$ cat src/rtl/pong_engine_if.sv
// Video-side and player-side signals of the Pong engine, bundled for port use.
interface pong_engine_if;
  logic [9:0] x;
  logic [9:0] y;
  logic       blank;
  logic       VS;
  logic       btn_l_up;
  logic       btn_l_dn;
  logic       btn_r_up;
  logic       btn_r_dn;
  logic [2:0] rgb;
  logic [3:0] score_l;
  logic [3:0] score_r;
  logic       game_over;

  modport master (
    output x, y, blank, VS, btn_l_up, btn_l_dn, btn_r_up, btn_r_dn,
    input  rgb, score_l, score_r, game_over
  );

  modport slave (
    input  x, y, blank, VS, btn_l_up, btn_l_dn, btn_r_up, btn_r_dn,
    output rgb, score_l, score_r, game_over
  );
endinterface

$ cat src/rtl/pong_engine.sv
// Two-player Pong: game state steps once per frame on the VS falling edge; colour is registered every CLK.
// Optional macro PONG_RIGHT_AI_EN: the right paddle tracks the ball instead of following its buttons.
module pong_engine #(
  parameter int PADDLE_H     = 64,
  parameter int PADDLE_W     = 8,
  parameter int BALL_SIZE    = 8,
  parameter int BALL_SPEED   = 4,
  parameter int PADDLE_STEP  = 6,
  parameter int PAUSE_FRAMES = 60,
  parameter int WIN_SCORE    = 9
) (
  input logic          CLK,
  input logic          RST,
  pong_engine_if.slave bus
);
  typedef enum logic [1:0] {SERVE = 2'd0, PLAY = 2'd1, SCORE = 2'd2, GAME_OVER = 2'd3} state_t;

  localparam logic [10:0] PH      = 11'(PADDLE_H);
  localparam logic [10:0] PW      = 11'(PADDLE_W);
  localparam logic [10:0] SZ      = 11'(BALL_SIZE);
  localparam logic [10:0] SPD     = 11'(BALL_SPEED);
  localparam logic [10:0] STEP    = 11'(PADDLE_STEP);
  localparam logic [10:0] FIELD_H = 11'd480;
  localparam logic [10:0] FIELD_W = 11'd640;
  localparam logic [10:0] PAD_MAX = FIELD_H - PH;
  localparam logic [10:0] PAD_MID = 11'(PADDLE_H / 2);
  localparam logic [10:0] BALL_MID = 11'(BALL_SIZE / 2);
  localparam logic [10:0] L_X     = 11'd16;
  localparam logic [10:0] R_X     = 11'd616;
  localparam logic [10:0] L_FACE  = L_X + PW;
  localparam logic [10:0] BX0     = 11'd316;
  localparam logic [10:0] BY0     = 11'd236;
  localparam logic [10:0] PAD0    = 11'd208;
  localparam logic [10:0] NET_L   = 11'd318;
  localparam logic [10:0] NET_R   = 11'd321;
  localparam logic [3:0]  WIN     = 4'(WIN_SCORE);
  localparam logic [7:0]  CNT_LAST = 8'(PAUSE_FRAMES - 1);

  state_t      state, state_n;
  logic [10:0] pl, pr, bx, by;
  logic [10:0] pl_n, pr_n, bx_n, by_n;
  logic        dx, dy, dx_n, dy_n;
  logic [3:0]  sc_l, sc_r, sc_l_n, sc_r_n;
  logic [7:0]  cnt, cnt_n;
  logic        vs_q, tick;
  logic        r_up, r_dn;
  logic        hit_l, hit_r;
  logic [2:0]  rgb_q, rgb_n;
  logic [10:0] px, py;
  logic        in_ball, in_pad, in_net;

  function automatic logic [10:0] pad_next(input logic [10:0] p, input logic up, input logic dn);
    if (up && !dn) return (p < STEP) ? 11'd0 : p - STEP;
    if (dn && !up) return (p + STEP > PAD_MAX) ? PAD_MAX : p + STEP;
    return p;
  endfunction

  assign tick = vs_q & ~bus.VS;

`ifdef PONG_RIGHT_AI_EN
  assign r_up = (by + BALL_MID) < (pr + PAD_MID);
  assign r_dn = (by + BALL_MID) > (pr + PAD_MID);
`else
  assign r_up = bus.btn_r_up;
  assign r_dn = bus.btn_r_dn;
`endif

  // Paddle overlap is judged against the pre-tick ball row and paddle tops.
  assign hit_l = (by + SZ > pl) && (by < pl + PH);
  assign hit_r = (by + SZ > pr) && (by < pr + PH);

  always_comb begin
    state_n = state;
    pl_n    = pl;
    pr_n    = pr;
    bx_n    = bx;
    by_n    = by;
    dx_n    = dx;
    dy_n    = dy;
    sc_l_n  = sc_l;
    sc_r_n  = sc_r;
    cnt_n   = cnt;
    if (tick && state != GAME_OVER) begin
      pl_n = pad_next(pl, bus.btn_l_up, bus.btn_l_dn);
      pr_n = pad_next(pr, r_up, r_dn);
    end
    if (tick) begin
      case (state)
        SERVE: begin
          bx_n    = BX0;
          by_n    = BY0;
          state_n = PLAY;
        end
        PLAY: begin
          if (!dy) begin
            if (by < SPD) begin
              by_n = 11'd0;
              dy_n = 1'b1;
            end else begin
              by_n = by - SPD;
            end
          end else if (by + SZ + SPD > FIELD_H) begin
            by_n = FIELD_H - SZ;
            dy_n = 1'b0;
          end else begin
            by_n = by + SPD;
          end
          // bx <= L_FACE + SPD is bx - SPD <= L_FACE without unsigned underflow.
          if (!dx) begin
            if (bx <= L_FACE + SPD && hit_l) begin
              bx_n = L_FACE;
              dx_n = 1'b1;
            end else if (bx < SPD) begin
              sc_r_n  = sc_r + 4'd1;
              dx_n    = 1'b0;
              state_n = SCORE;
            end else begin
              bx_n = bx - SPD;
            end
          end else begin
            if (bx + SZ + SPD >= R_X && hit_r) begin
              bx_n = R_X - SZ;
              dx_n = 1'b0;
            end else if (bx + SZ + SPD > FIELD_W) begin
              sc_l_n  = sc_l + 4'd1;
              dx_n    = 1'b1;
              state_n = SCORE;
            end else begin
              bx_n = bx + SPD;
            end
          end
        end
        SCORE: begin
          if (cnt == CNT_LAST) begin
            cnt_n   = 8'd0;
            state_n = (sc_l == WIN || sc_r == WIN) ? GAME_OVER : SERVE;
          end else begin
            cnt_n = cnt + 8'd1;
          end
        end
        default: ;
      endcase
    end
  end

  assign px = {1'b0, bus.x};
  assign py = {1'b0, bus.y};

  always_comb begin
    in_ball = (px >= bx) && (px < bx + SZ) && (py >= by) && (py < by + SZ);
    in_pad  = ((px >= L_X) && (px < L_X + PW) && (py >= pl) && (py < pl + PH)) ||
              ((px >= R_X) && (px < R_X + PW) && (py >= pr) && (py < pr + PH));
    in_net  = (px >= NET_L) && (px <= NET_R) && !bus.y[4];
    if (bus.blank)               rgb_n = 3'b000;
    else if (in_ball)            rgb_n = 3'b110;
    else if (in_pad)             rgb_n = 3'b111;
    else if (in_net)             rgb_n = 3'b011;
    else if (state == GAME_OVER) rgb_n = 3'b100;
    else                         rgb_n = 3'b000;
  end

  always_ff @(posedge CLK) begin
    if (RST) begin
      state <= SERVE;
      pl    <= PAD0;
      pr    <= PAD0;
      bx    <= BX0;
      by    <= BY0;
      dx    <= 1'b1;
      dy    <= 1'b1;
      sc_l  <= 4'd0;
      sc_r  <= 4'd0;
      cnt   <= 8'd0;
      vs_q  <= 1'b1;
      rgb_q <= 3'b000;
    end else begin
      state <= state_n;
      pl    <= pl_n;
      pr    <= pr_n;
      bx    <= bx_n;
      by    <= by_n;
      dx    <= dx_n;
      dy    <= dy_n;
      sc_l  <= sc_l_n;
      sc_r  <= sc_r_n;
      cnt   <= cnt_n;
      vs_q  <= bus.VS;
      rgb_q <= rgb_n;
    end
  end

  assign bus.rgb       = rgb_q;
  assign bus.score_l   = sc_l;
  assign bus.score_r   = sc_r;
  assign bus.game_over = (state == GAME_OVER);
endmodule

$ cat src/flat_wrapper.sv
// flat-port wrapper written by rule: the top's interface ports become plain ports
module pong_engine_flat 
#(
  parameter int PADDLE_H     = 64,
  parameter int PADDLE_W     = 8,
  parameter int BALL_SIZE    = 8,
  parameter int BALL_SPEED   = 4,
  parameter int PADDLE_STEP  = 6,
  parameter int PAUSE_FRAMES = 60,
  parameter int WIN_SCORE    = 9
)
  (CLK, RST, bus_x, bus_y, bus_blank, bus_VS, bus_btn_l_up, bus_btn_l_dn, bus_btn_r_up, bus_btn_r_dn, bus_rgb, bus_score_l, bus_score_r, bus_game_over);
  pong_engine_if bus_i ();
  input logic CLK;
  input logic RST;
  input wire logic [$bits(bus_i.x)-1:0] bus_x;
  input wire logic [$bits(bus_i.y)-1:0] bus_y;
  input wire logic [$bits(bus_i.blank)-1:0] bus_blank;
  input wire logic [$bits(bus_i.VS)-1:0] bus_VS;
  input wire logic [$bits(bus_i.btn_l_up)-1:0] bus_btn_l_up;
  input wire logic [$bits(bus_i.btn_l_dn)-1:0] bus_btn_l_dn;
  input wire logic [$bits(bus_i.btn_r_up)-1:0] bus_btn_r_up;
  input wire logic [$bits(bus_i.btn_r_dn)-1:0] bus_btn_r_dn;
  output wire logic [$bits(bus_i.rgb)-1:0] bus_rgb;
  output wire logic [$bits(bus_i.score_l)-1:0] bus_score_l;
  output wire logic [$bits(bus_i.score_r)-1:0] bus_score_r;
  output wire logic [$bits(bus_i.game_over)-1:0] bus_game_over;
  assign bus_i.x = bus_x;
  assign bus_i.y = bus_y;
  assign bus_i.blank = bus_blank;
  assign bus_i.VS = bus_VS;
  assign bus_i.btn_l_up = bus_btn_l_up;
  assign bus_i.btn_l_dn = bus_btn_l_dn;
  assign bus_i.btn_r_up = bus_btn_r_up;
  assign bus_i.btn_r_dn = bus_btn_r_dn;
  assign bus_rgb = bus_i.rgb;
  assign bus_score_l = bus_i.score_l;
  assign bus_score_r = bus_i.score_r;
  assign bus_game_over = bus_i.game_over;
  pong_engine #(.PADDLE_H(PADDLE_H), .PADDLE_W(PADDLE_W), .BALL_SIZE(BALL_SIZE), .BALL_SPEED(BALL_SPEED), .PADDLE_STEP(PADDLE_STEP), .PAUSE_FRAMES(PAUSE_FRAMES), .WIN_SCORE(WIN_SCORE)) u_core (.CLK(CLK), .RST(RST), .bus(bus_i));
endmodule
$ cat config.mk
export PLATFORM = sky130hd
export DESIGN_NAME = pong_engine_flat
export DESIGN_NICKNAME = d
export VERILOG_FILES = /design/src/rtl/pong_engine_if.sv /design/src/rtl/pong_engine.sv /design/src/flat_wrapper.sv
export SDC_FILE = /design/constraint.sdc
export NUM_CORES = 1
export LEC_CHECK = 0
export BUFFER_PORTS_ARGS = -buffer_cell sky130_fd_sc_hd__buf_2
export CORE_ASPECT_RATIO = 0.7
export CORE_MARGIN = 3
export CORE_UTILIZATION = 43
export CTS_CLUSTER_DIAMETER = 30
export DETAILED_ROUTE_END_ITERATION = 16
export SLEW_MARGIN = 20
export SYNTH_ARGS = -nofsm -noshare
export SYNTH_HDL_FRONTEND = slang
export SYNTH_SLANG_ARGS = --single-unit
$ cat constraint.sdc
create_clock -name CLK -period 4.65 [get_ports CLK]
set_input_delay 0.6975 -clock CLK [delete_from_list [all_inputs] [get_ports CLK]]
set_output_delay 0.6975 -clock CLK [all_outputs]
set_load 0.005 [all_outputs]
# Word-level counts from Yosys, hierarchy flattened
# Cells that the tools add are included.
# W data, S select, Z words.
# word_totals
reg_bits	68
inputBits	28
wordCells	171
# classes
n_addsub	17
order_cmp	28
n_eq_ne	14
muxes	51
bitwise_logic	5
n_reduce_logical	43
# op_table
op	count
$mux W11	20
$add A11 B3 Y11 const B	6
$ge A10 B11 Y1	4
$lt A10 B11 Y1	4
$lt A11 B3 Y1 const B	4
$pmux W11 S2	2
$sub A11 B3 Y11 const B	4
$gt A11 B9 Y1 const B	3
$add A11 B4 Y11 const B	2
$add A11 B7 Y11 const B	2
$gt A11 B11 Y1	2
$lt A11 B11 Y1	2
$logic_and A1 B1 Y1	20
$mux W1	16
$mux W2	7
$mux W3	4
$ge A11 B10 Y1 const B	1
$gt A11 B10 Y1 const B	1
$le A11 B5 Y1 const B	1
$ge A10 B10 Y1 const B	1
$ge A10 B5 Y1 const B	1
$ge A10 B9 Y1 const B	1
$le A10 B9 Y1 const B	1
$lt A10 B10 Y1 const B	1
other kinds (29)	48

# Longest topological paths before layout
# Gate-level depths: netlist of run 1.
# logic_depth
word_depth	8
mapped_depth	16
depth_no_buf	14

# Least setup slack after synthesis of run 1
# OpenSTA, ideal clock, no wires.
# synth_path
path_type	reg-to-reg
from	reg u_core.by[6]
to	reg u_core.bx[4]
arrival_ns	3.268
required_time_ns	4.528
path_slack_ns	1.260
path_stages_with_launch	16
synth_period_minus_slack_ns	3.390
path_cell_list	dfxtp_1 -> buf_2 -> nand4_1 -> nor3_1 -> xnor2_1 -> inv_1 -> ha_1 -> o21bai_1 -> a2111oi_0 -> nand3_1 -> a211oi_1 -> nand2_1 -> a21oi_1 -> o41a_1 -> o21ai_0 -> a221o_1
# synth_between
elab_chain_len	7
elab_cells_between_ends	16
classes_between	add/sub (1); order compare (4); eq/ne (2); mux (4); reduce/logical (5)
# synth_rtl
item	line_no	text
start, declared	pong_engine.sv:40	logic [10:0] pl, pr, bx, by;
start signal, assigned	pong_engine.sv:181	by <= by_n;
$add A11 B4 Y11	pong_engine.sv:69, pong_engine.sv:70	
$gt A11 B11 Y1 (on tied branches)	pong_engine.sv:69, pong_engine.sv:70	
$logic_and A1 B1 Y1 (on tied branches)	pong_engine.sv:69, pong_engine.sv:70	
$logic_and A1 B1 Y1 (on tied branches)	pong_engine.sv:110, pong_engine.sv:121	
$mux W11 (on tied branches)	pong_engine.sv:110, pong_engine.sv:121	
$mux W11	pong_engine.sv:109	if (!dx) begin
$pmux W11 S2	pong_engine.sv:88	case (state)
end signal, assigned	pong_engine.sv:180	bx <= bx_n;
end, declared	pong_engine.sv:40	
# Several ways; a longest one is shown, not always the timed one.
# A chain may end at the register's enable or synchronous reset.

# Worst setup path in the final report of run 1
# layout_path
from	reg u_core.by[3]
to	reg u_core.bx[10]
# The elaborated chain is that of the path after synthesis.

==> qor.txt, run 1 <==
CP Max Fanout = 9
Synth Area in Adders = 21.7%
Clk sinks = 64
Layout cell share with drive strength beyond 1 = 9.70%
Worst EP arrival = 4.28 ns
VDD IR-drop max = 0.155 mV
P_int = 1.16 mW
Sw frac = 36.0%
Die area = 18800 µm²
First-pass GRT wire length = 35.8 mm
CTS tree = done
RSZ-0062 raised after global routing = false
Switching pwr = 0.653 mW
Setup_tns = 0 ns
Critical path class = reg2reg
EDFF count, synth = 0
DR iter-0 viols = 633
Biggest area consumer among synthesized cells = ha_1
Yosys warnings = 0
Slew HR = 32.0%
Tot Pwr = 1.81 mW
Crit share post-route = 86.9%
Die W = 163 µm
DRT Pass-1 Iters = 5
Fmax = 248 MHz
Main synth FF type = dfxtp_1
Die Height = 116 µm
Worst setup EP type = register
Vias = 7292
Post-synthesis xor/xnor area fraction = 6.50%
Largest family of logic cells by synthesized area = compound AO/OA/AOI/OAI gates
Layout area overhead = 9.52%
Wirelength per Cell = 18.2 µm
Core Area = 16500 µm²
LEAKAGE = 3.40 nW
Final Hold Vio Count = 0
Vias in the first global route = 6475
DP Wirelength = 16.9 mm
CP required = 4.89 ns
Setup violation total in the final timing report = 0
Gp weighted congestion = 0.946
# hold bufs at CTS = 0
Synth Register Bits = 64
Clock Tree Buf Depth = 2
Max Slew Vio Count = 0
Site Rows = 39
Compound-gate portion of the synthesized area = 26.5%
Pwr/cell area = 225 nW/µm²
Final WL = 21.9 mm
Initial antenna violation count = 1
Worst-margin pin slew = 1.01 ns
Top cells by area, synth = ha_1 (22%), dfxtp_1 (17%), xnor2_1 (4.6%)
Multiplexer share of the synthesized area = 0%
Setup Fix Bufs, Post-CTS = 0
DRC viols = 0
Total GRT Usage = 23.7%
Routed Antenna Nets = 0
Starting density of the core = 44.6%
Status = finished, final reports clean
Clk slew on worst S/H paths = 0.06 ns
IO buf count = 38
H-tree depth = 3
Num CTS Buffers = 9
Critical Path Source Type = register
NumNets Final = 1130
Most common cell after layout, fill and taps aside = ha_1
Boundary pin count = 40
Clk_lat worst skew = 0.34 ns
Root Buffer = clkbuf_16
Post-cts repair resize count = 0
Worst min-delay path class = reg2reg
Post-Syn Instances = 946
Commonest non-fill, non-tap cells in the layout = ha_1 (128), inv_1 (73), nor2_1 (71)
Hold_ws = 0.475 ns
Total grt overflow = 0
Register area share after synthesis = 17.4%
Clock Skews = 0.00698 ns
Ant diodes = 0
Reg-to-reg setup timing slack = 0.61 ns
Number of maximum-capacitance violations = 0
Syn avg cell area = 7.80 µm²
Clock network power share = 35.9%
Syn Nets = 1102
Area fraction of the dominant cell type after synthesis = 21.7%
Netlist Area Pre-Place = 7380 µm²
Asr flop ratio synth = 0%
Tmin final = 4.04 ns
Largest net degree at the start of global routing = 32
Comb pwr share = 30.3%
Synth Area in Simple Gates = 22.0%
Vias per cell = 6.06
Library cells used by synthesis = 83
Sequential power share = 33.9%
per-stage QoR:
step / std cells / cell area [µm²] / setup slack, ns / utilization [%]
6_report: 1204 / 8080 / 0.610 / 48.8
5_1_grt: 1204 / 8080 / 0.157 / 48.8
4_1_cts: 1204 / 8070 / 0.662 / 48.8
3_5_place_dp: 1188 / 7780 / 0.660 / 47.1
3_3_place_gp: 1188 / 7780 / 0.828 / 47.1
2_1_floorplan: 946 / 7380 / 1.26 / -
routing by layer:
layer	vias to the layer above	global-route usage [%]	part of all wire (%)	wire length (µm)
li1	3598	-	-	-
met1	3363	37.8	52	11400
met2	309	31.5	37	8120
met3	20	6.00	10	2230
met4	2	4.62	0.91	199
met5	-	0	0.059	13
synth_stat cells (all sizes together), types with 16 or more instances:
master  instances
ha            128
inv            74
nor2           73
nand2          70
dfxtp          64
o21ai          57
a21oi          44
xnor2          41
nand3          36
nor3           31
nand4          25
a211oi         23
clkbuf         22
o21a           17
a31oi          16
area by class of cell:
cell class	count	area [µm²]
Sequential cell	64	1280
Multi-Input combinational cell	774	5670
Clock inverter	6	45.0
Inverter	75	282
Timing Repair Buffer	50	280
Clock buffer	10	239
Fill cell	1640	8460
Tap cell	225	282
critical path, stage by stage, from the launching register on:
cell       delay (ns)
dfxtp_1          0.53
nand2_1          0.15
nor3_1           0.26
xnor2_1          0.29
inv_1            0.19
ha_1             0.34
o21bai_1         0.07
a2111oi_0        0.38
nand3_1          0.12
a211oi_1         0.32
nand2_1          0.18
a21oi_1          0.25
o41a_1           0.34
buf_4            0.22
nor3b_1          0.06
a41o_1           0.23
power by group through the flow:
| stage | Combinational, mW | Clock (mW) | Sequential (mW) |
|---|---|---|---|
| finish | 0.549 | 0.651 | 0.615 |
| global route | 0.622 | 0.692 | 0.619 |
| CTS | 0.542 | 0.671 | 0.613 |
| detailed placement | 0.537 | 0 | 0.625 |
| global placement | 0.535 | 0 | 0.625 |
| floorplan | 0.408 | 0 | 0.600 |
cell families after synthesis:
family | count (synthesis)
buf+inv | 108
compound gates | 277
fa+ha+maj | 128
xor+xnor | 53
flops | 64
simple gates | 316
sequential cells by signal, summed over array words and instances (netlist names), 2 cells and up:
| name | cells |
|---|---|
| u_core.bus.rgb | 3 |
| u_core.cnt | 8 |
| u_core.bus.score_l | 4 |
| u_core.by | 9 |
| u_core.bus.score_r | 4 |
| u_core.pr | 11 |
| u_core.pl | 11 |
| u_core.state | 2 |
| u_core.bx | 9 |
final timing paths:
path | start | end | depth (start not counted)
worst min-delay path | u_core.cnt[1] | u_core.cnt[1] | 2
worst max-delay path | u_core.by[3] | u_core.bx[10] | 15
worst max register to register | u_core.by[3] | u_core.bx[10] | 15
worst min register to register | u_core.cnt[1] | u_core.cnt[1] | 2
Power figures use the tool's default switching activity.
==> run 2: changes to the inputs <==
--- a/config.mk
+++ b/config.mk
@@ -11,6 +11,8 @@
 export CORE_UTILIZATION = 43
 export CTS_CLUSTER_DIAMETER = 30
 export DETAILED_ROUTE_END_ITERATION = 16
+export MAX_ROUTING_LAYER = met4
+export REMOVE_ABC_BUFFERS = 1
 export SLEW_MARGIN = 20
 export SYNTH_ARGS = -nofsm -noshare
 export SYNTH_HDL_FRONTEND = slang
==> qor.txt, run 2 (synthesized netlist as in run 1, its figures left out) <==
Root Buffer = clkbuf_16
Top flop regs = u_core.pl: 11 flops, u_core.pr: 11 flops
Pre-CTS setup slack = 0.688 ns
Worst-margin pin slew = 0.804 ns
Critical path cell sequence = nand4_1 > nor3_1 > xnor2_1 > inv_1 > ha_1 > o21bai_1 > a2111oi_0 > nand3_1 > a211oi_1 > nand2_1 > a21oi_1 > o41a_1 > buf_4 > nor3b_1 > a41o_1
Crit share post-route = 87.7%
Routed Antenna Nets = 0
Status = finished, final reports clean
Number of maximum-capacitance violations = 0
Fill count = 1634
Comb pwr share = 29.3%
DP Wirelength = 16.1 mm
Tot Pwr = 1.87 mW
NumNets Final = 1131
Num CTS Buffers = 9
Starting density of the core = 44.6%
Non-filler cells in the finished layout = 1205
Post-cts repair resize count = 0
Crit path largest cell delay = 0.39 ns
Clock Tree Buf Depth = 2
Pwr/cell area = 231 nW/µm²
DR iter-0 viols = 655
DRC viols = 0
Critical path class = reg2reg
CP Max Fanout = 7
Final WL = 21.0 mm
Die area = 18800 µm²
Vias per cell = 5.92
Setup_tns = 0 ns
Gp weighted congestion = 0.908
Clk_lat worst skew = 0.35 ns
Boundary pin count = 40
RSZ-0062 raised after global routing = false
Vias = 7136
VDD IR-drop max = 0.136 mV
Fin area = 8110 µm²
Commonest non-fill, non-tap cells in the layout = ha_1 (128), inv_1 (73), nor2_1 (71)
CP required = 4.89 ns
Critical Path Source Type = register
Most common cell after layout, fill and taps aside = ha_1
Die Height = 116 µm
IO buf count = 38
P_int = 1.22 mW
Clock network power share = 38.1%
Site Rows = 39
Largest net degree at the start of global routing = 35
Ant diodes = 0
LEAKAGE = 3.42 nW
Tmin final = 4.08 ns
Fmax = 245 MHz
Final Hold Vio Count = 0
Layout cell share with drive strength beyond 1 = 9.90%
Vias in the first global route = 6517
Wirelength per Cell = 17.5 µm
H-tree depth = 3
Slowest CP cell = o41a_1
Fin util = 49.0%
Core Area = 16500 µm²
Clk slew on worst S/H paths = 0.06 ns
First-pass GRT wire length = 34.5 mm
Switching pwr = 0.652 mW
Sequential power share = 32.6%
Hold_ws = 0.491 ns
Total grt overflow = 0
Worst EP arrival = 4.31 ns
Max Slew Vio Count = 0
DRT Pass-1 Iters = 5
Final worst setup slack = 0.574 ns
Initial antenna violation count = 0
Slew HR = 45.9%
Placed cell count = 1189
Setup Fix Bufs, Post-CTS = 0
Clock Skews = 0.00874 ns
CTS tree = done
# hold bufs at CTS = 0
Layout area overhead = 9.99%
Worst min-delay path class = reg2reg
Worst setup EP type = register
Die W = 163 µm
Clk sinks = 64
Setup violation total in the final timing report = 0
Total GRT Usage = 23.6%
Sw frac = 34.8%
DP Area = 7800 µm²
-- run 2: cell types whose count changed in the layout (fill, tap and decap cells not counted), sizes merged --
cell	delta
bufinv	+1
clkinvlp	-1
clkinv	-1
inv	+1
buf	+1
-- run 2: power by group through the flow --
stage | Clock [mW] | Sequential, mW | Combinational (mW)
floorplan | 0 | 0.613 | 0.377
global placement | 0 | 0.620 | 0.536
detailed placement | 0 | 0.619 | 0.538
CTS | 0.732 | 0.607 | 0.542
global route | 0.753 | 0.612 | 0.623
finish | 0.713 | 0.609 | 0.548
-- run 2: path summary, 6_finish.rpt --
kind,slack (ns),from,endpoint,depth (start not counted)
setup / recovery,0.57,u_core.by[8],u_core.bx[10],15
hold / removal,0.49,u_core.cnt[1],u_core.cnt[1],2
setup reg to reg,0.57,u_core.by[8],u_core.bx[10],15
hold reg to reg,0.49,u_core.cnt[1],u_core.cnt[1],2
-- run 2: layer usage --
layer / vias to the layer above / part of all wire [%] / global-route usage, %
met5: - / 0 / -
met4: 0 / 0.96 / 4.56
met3: 19 / 5.3 / 4.75
met2: 214 / 40 / 32.2
met1: 3317 / 54 / 35.5
li1: 3586 / - / -
-- run 2: critical path, delay by kind of cell, from the launching register on --
kind	cells	cell delay [ns]
buf+inv	2	0.40
flops	1	0.36
fa+ha+maj	1	0.34
simple gates	5	0.89
compound gates	6	1.70
xor+xnor	1	0.27
-- run 2: cell type report --
type | count | area [µm²] | share of cell area (%)
flip-flops and latches | 64 | 1280 | 15.8
clock inverters | 6 | 67.6 | 0.833
well taps | 225 | 282 | 3.47
multi-input cells | 774 | 5670 | 69.9
repair buffers | 51 | 288 | 3.55
inverters | 75 | 282 | 3.47
clock buffers | 10 | 239 | 2.95
==> run 3: changes to the inputs <==
--- a/config.mk
+++ b/config.mk
@@ -6,7 +6,7 @@
 export NUM_CORES = 1
 export LEC_CHECK = 0
 export BUFFER_PORTS_ARGS = -buffer_cell sky130_fd_sc_hd__buf_2
-export CORE_ASPECT_RATIO = 0.7
+export CORE_ASPECT_RATIO = 0.6
 export CORE_MARGIN = 3
 export CORE_UTILIZATION = 43
 export CTS_CLUSTER_DIAMETER = 30
==> qor.txt, run 3 (synthesized netlist as in run 1, its figures left out) <==
DRC viols = 0
Reg-to-reg setup timing slack = 0.48 ns
Slowest CP cell = dfxtp_1
Fin area = 8160 µm²
Setup_tns = 0 ns
Setup violation total in the final timing report = 0
Vias in the first global route = 6526
Most common cell after layout, fill and taps aside = ha_1
H-tree depth = 3
CP Max Fanout = 12
Worst min-delay path class = reg2reg
Wirelength per Cell = 18.2 µm
Crit share post-route = 89.7%
Worst-margin pin slew = 0.749 ns
Routed Antenna Nets = 0
Pwr/cell area = 237 nW/µm²
CTS tree = done
CP dominant cell by count = nand2_1
Critical path class = reg2reg
Clk slew on worst S/H paths = 0.06 ns
Critical path cell sequence = nand2_1 > nor3_1 > xnor2_1 > inv_1 > ha_1 > o21bai_1 > a2111oi_0 > nand3_1 > a211oi_1 > nand2_1 > a21oi_1 > o41a_1 > o21ai_0 > a221o_1
Starting density of the core = 44.6%
Vias = 7215
Critical Path Source Type = register
Boundary pin count = 40
LEAKAGE = 3.44 nW
Vias per cell = 5.96
Clk_lat worst skew = 0.35 ns
Total grt overflow = 0
Die area = 18800 µm²
Die W = 175 µm
CP top delay family = compound AO/OA/AOI/OAI gates
NumNets Final = 1134
Post-cts repair resize count = 0
RSZ-0062 raised after global routing = false
DR iter-0 viols = 635
Reg2reg end = u_core.bx[4]
Fill count = 1666
Num CTS Buffers = 9
Initial antenna violation count = 0
Slew HR = 49.7%
# hold bufs at CTS = 0
Critical Path Stages = 14
VDD IR-drop max = 0.161 mV
Clock Tree Buf Depth = 2
CP required = 4.89 ns
Worst Reg-to-Reg Cells = 14
Worst setup EP type = register
Crit Reg-Reg Startpoint = u_core.by[4]
Core Area = 16500 µm²
Gp weighted congestion = 0.895
Total GRT Usage = 24.4%
First-pass GRT wire length = 35.7 mm
Status = finished, final reports clean
Final WL = 22.0 mm
Crit path capture = u_core.bx[4]
CP Launch Point = u_core.by[4]
Largest net degree at the start of global routing = 31
Site Rows = 36
Ant diodes = 0
Root Buffer = clkbuf_16
Top flop regs = u_core.pl: 11 flops, u_core.pr: 11 flops
Commonest non-fill, non-tap cells in the layout = ha_1 (128), inv_1 (73), nor2_1 (71)
DP Wirelength = 17.0 mm
Number of maximum-capacitance violations = 0
Final Hold Vio Count = 0
Clk sinks = 64
Fmax = 240 MHz
Setup Fix Bufs, Post-CTS = 0
Layout cell share with drive strength beyond 1 = 10.1%
DRT Pass-1 Iters = 5
DP Area = 7820 µm²
Die Height = 107 µm
Clock Skews = 0.0106 ns
Worst EP arrival = 4.41 ns
Max Slew Vio Count = 0
CP bufs+invs = 1
Layout area overhead = 10.6%
Crit path largest cell delay = 0.68 ns
Tmin final = 4.17 ns
IO buf count = 38
-- run 3: layout make-up --
cell class	instances	area [µm²]	share of cell area, %
clock inverter	7	103	1.26
timing repair buffer	54	310	3.80
inverter	75	282	3.45
tap	228	285	3.50
clock buffer	9	225	2.76
sequential	64	1280	15.7
multi-input combinational	774	5670	69.5
-- run 3: report_power, final --
part           switching [mW]  total, mW  internal, mW
Sequential             0.0467      0.615         0.568
Combinational           0.330      0.550         0.220
Clock                   0.294      0.770         0.475
Total                   0.671       1.93          1.26
-- run 3: metrics by stage --
stage	setup WS (ns)	hold slack, ns	util (%)	std cells	power, mW
6_report	0.481	0.474	49.3	1211	1.93
5_1_grt	0.0847	0.509	49.3	1211	2.04
4_1_cts	0.583	0.477	49.3	1211	1.94
3_5_place_dp	0.632	0.468	47.3	1195	1.16
3_3_place_gp	0.730	0.467	47.3	1195	1.16
2_1_floorplan	1.00	0.447	-	913	0.990
-- run 3: worst min path at each step --
stage / to / start / cells past startpoint
floorplan: u_core.cnt[1] / u_core.cnt[1] / 2
global placement: u_core.cnt[1] / u_core.cnt[1] / 2
detailed placement: u_core.cnt[1] / u_core.cnt[1] / 2
CTS: u_core.cnt[1] / u_core.cnt[1] / 2
global route: u_core.cnt[1] / u_core.cnt[1] / 2
finish: u_core.cnt[1] / u_core.cnt[1] / 2
-- run 3: layer usage --
metal	global-route usage [%]	wire length (µm)	vias up
met4	3.75	185	0
met3	6.41	2070	15
met1	37.5	11500	3322
met5	-	0	-
li1	-	-	3603
met2	31.7	8270	275
-- run 3: tightest hold or removal path: cells and delay by family, from the launching register on --
| kind | cells | cell delay (ns) |
|---|---|---|
| flops | 1 | 0.32 |
| compound gates | 1 | 0.05 |
| simple gates | 1 | 0.06 |
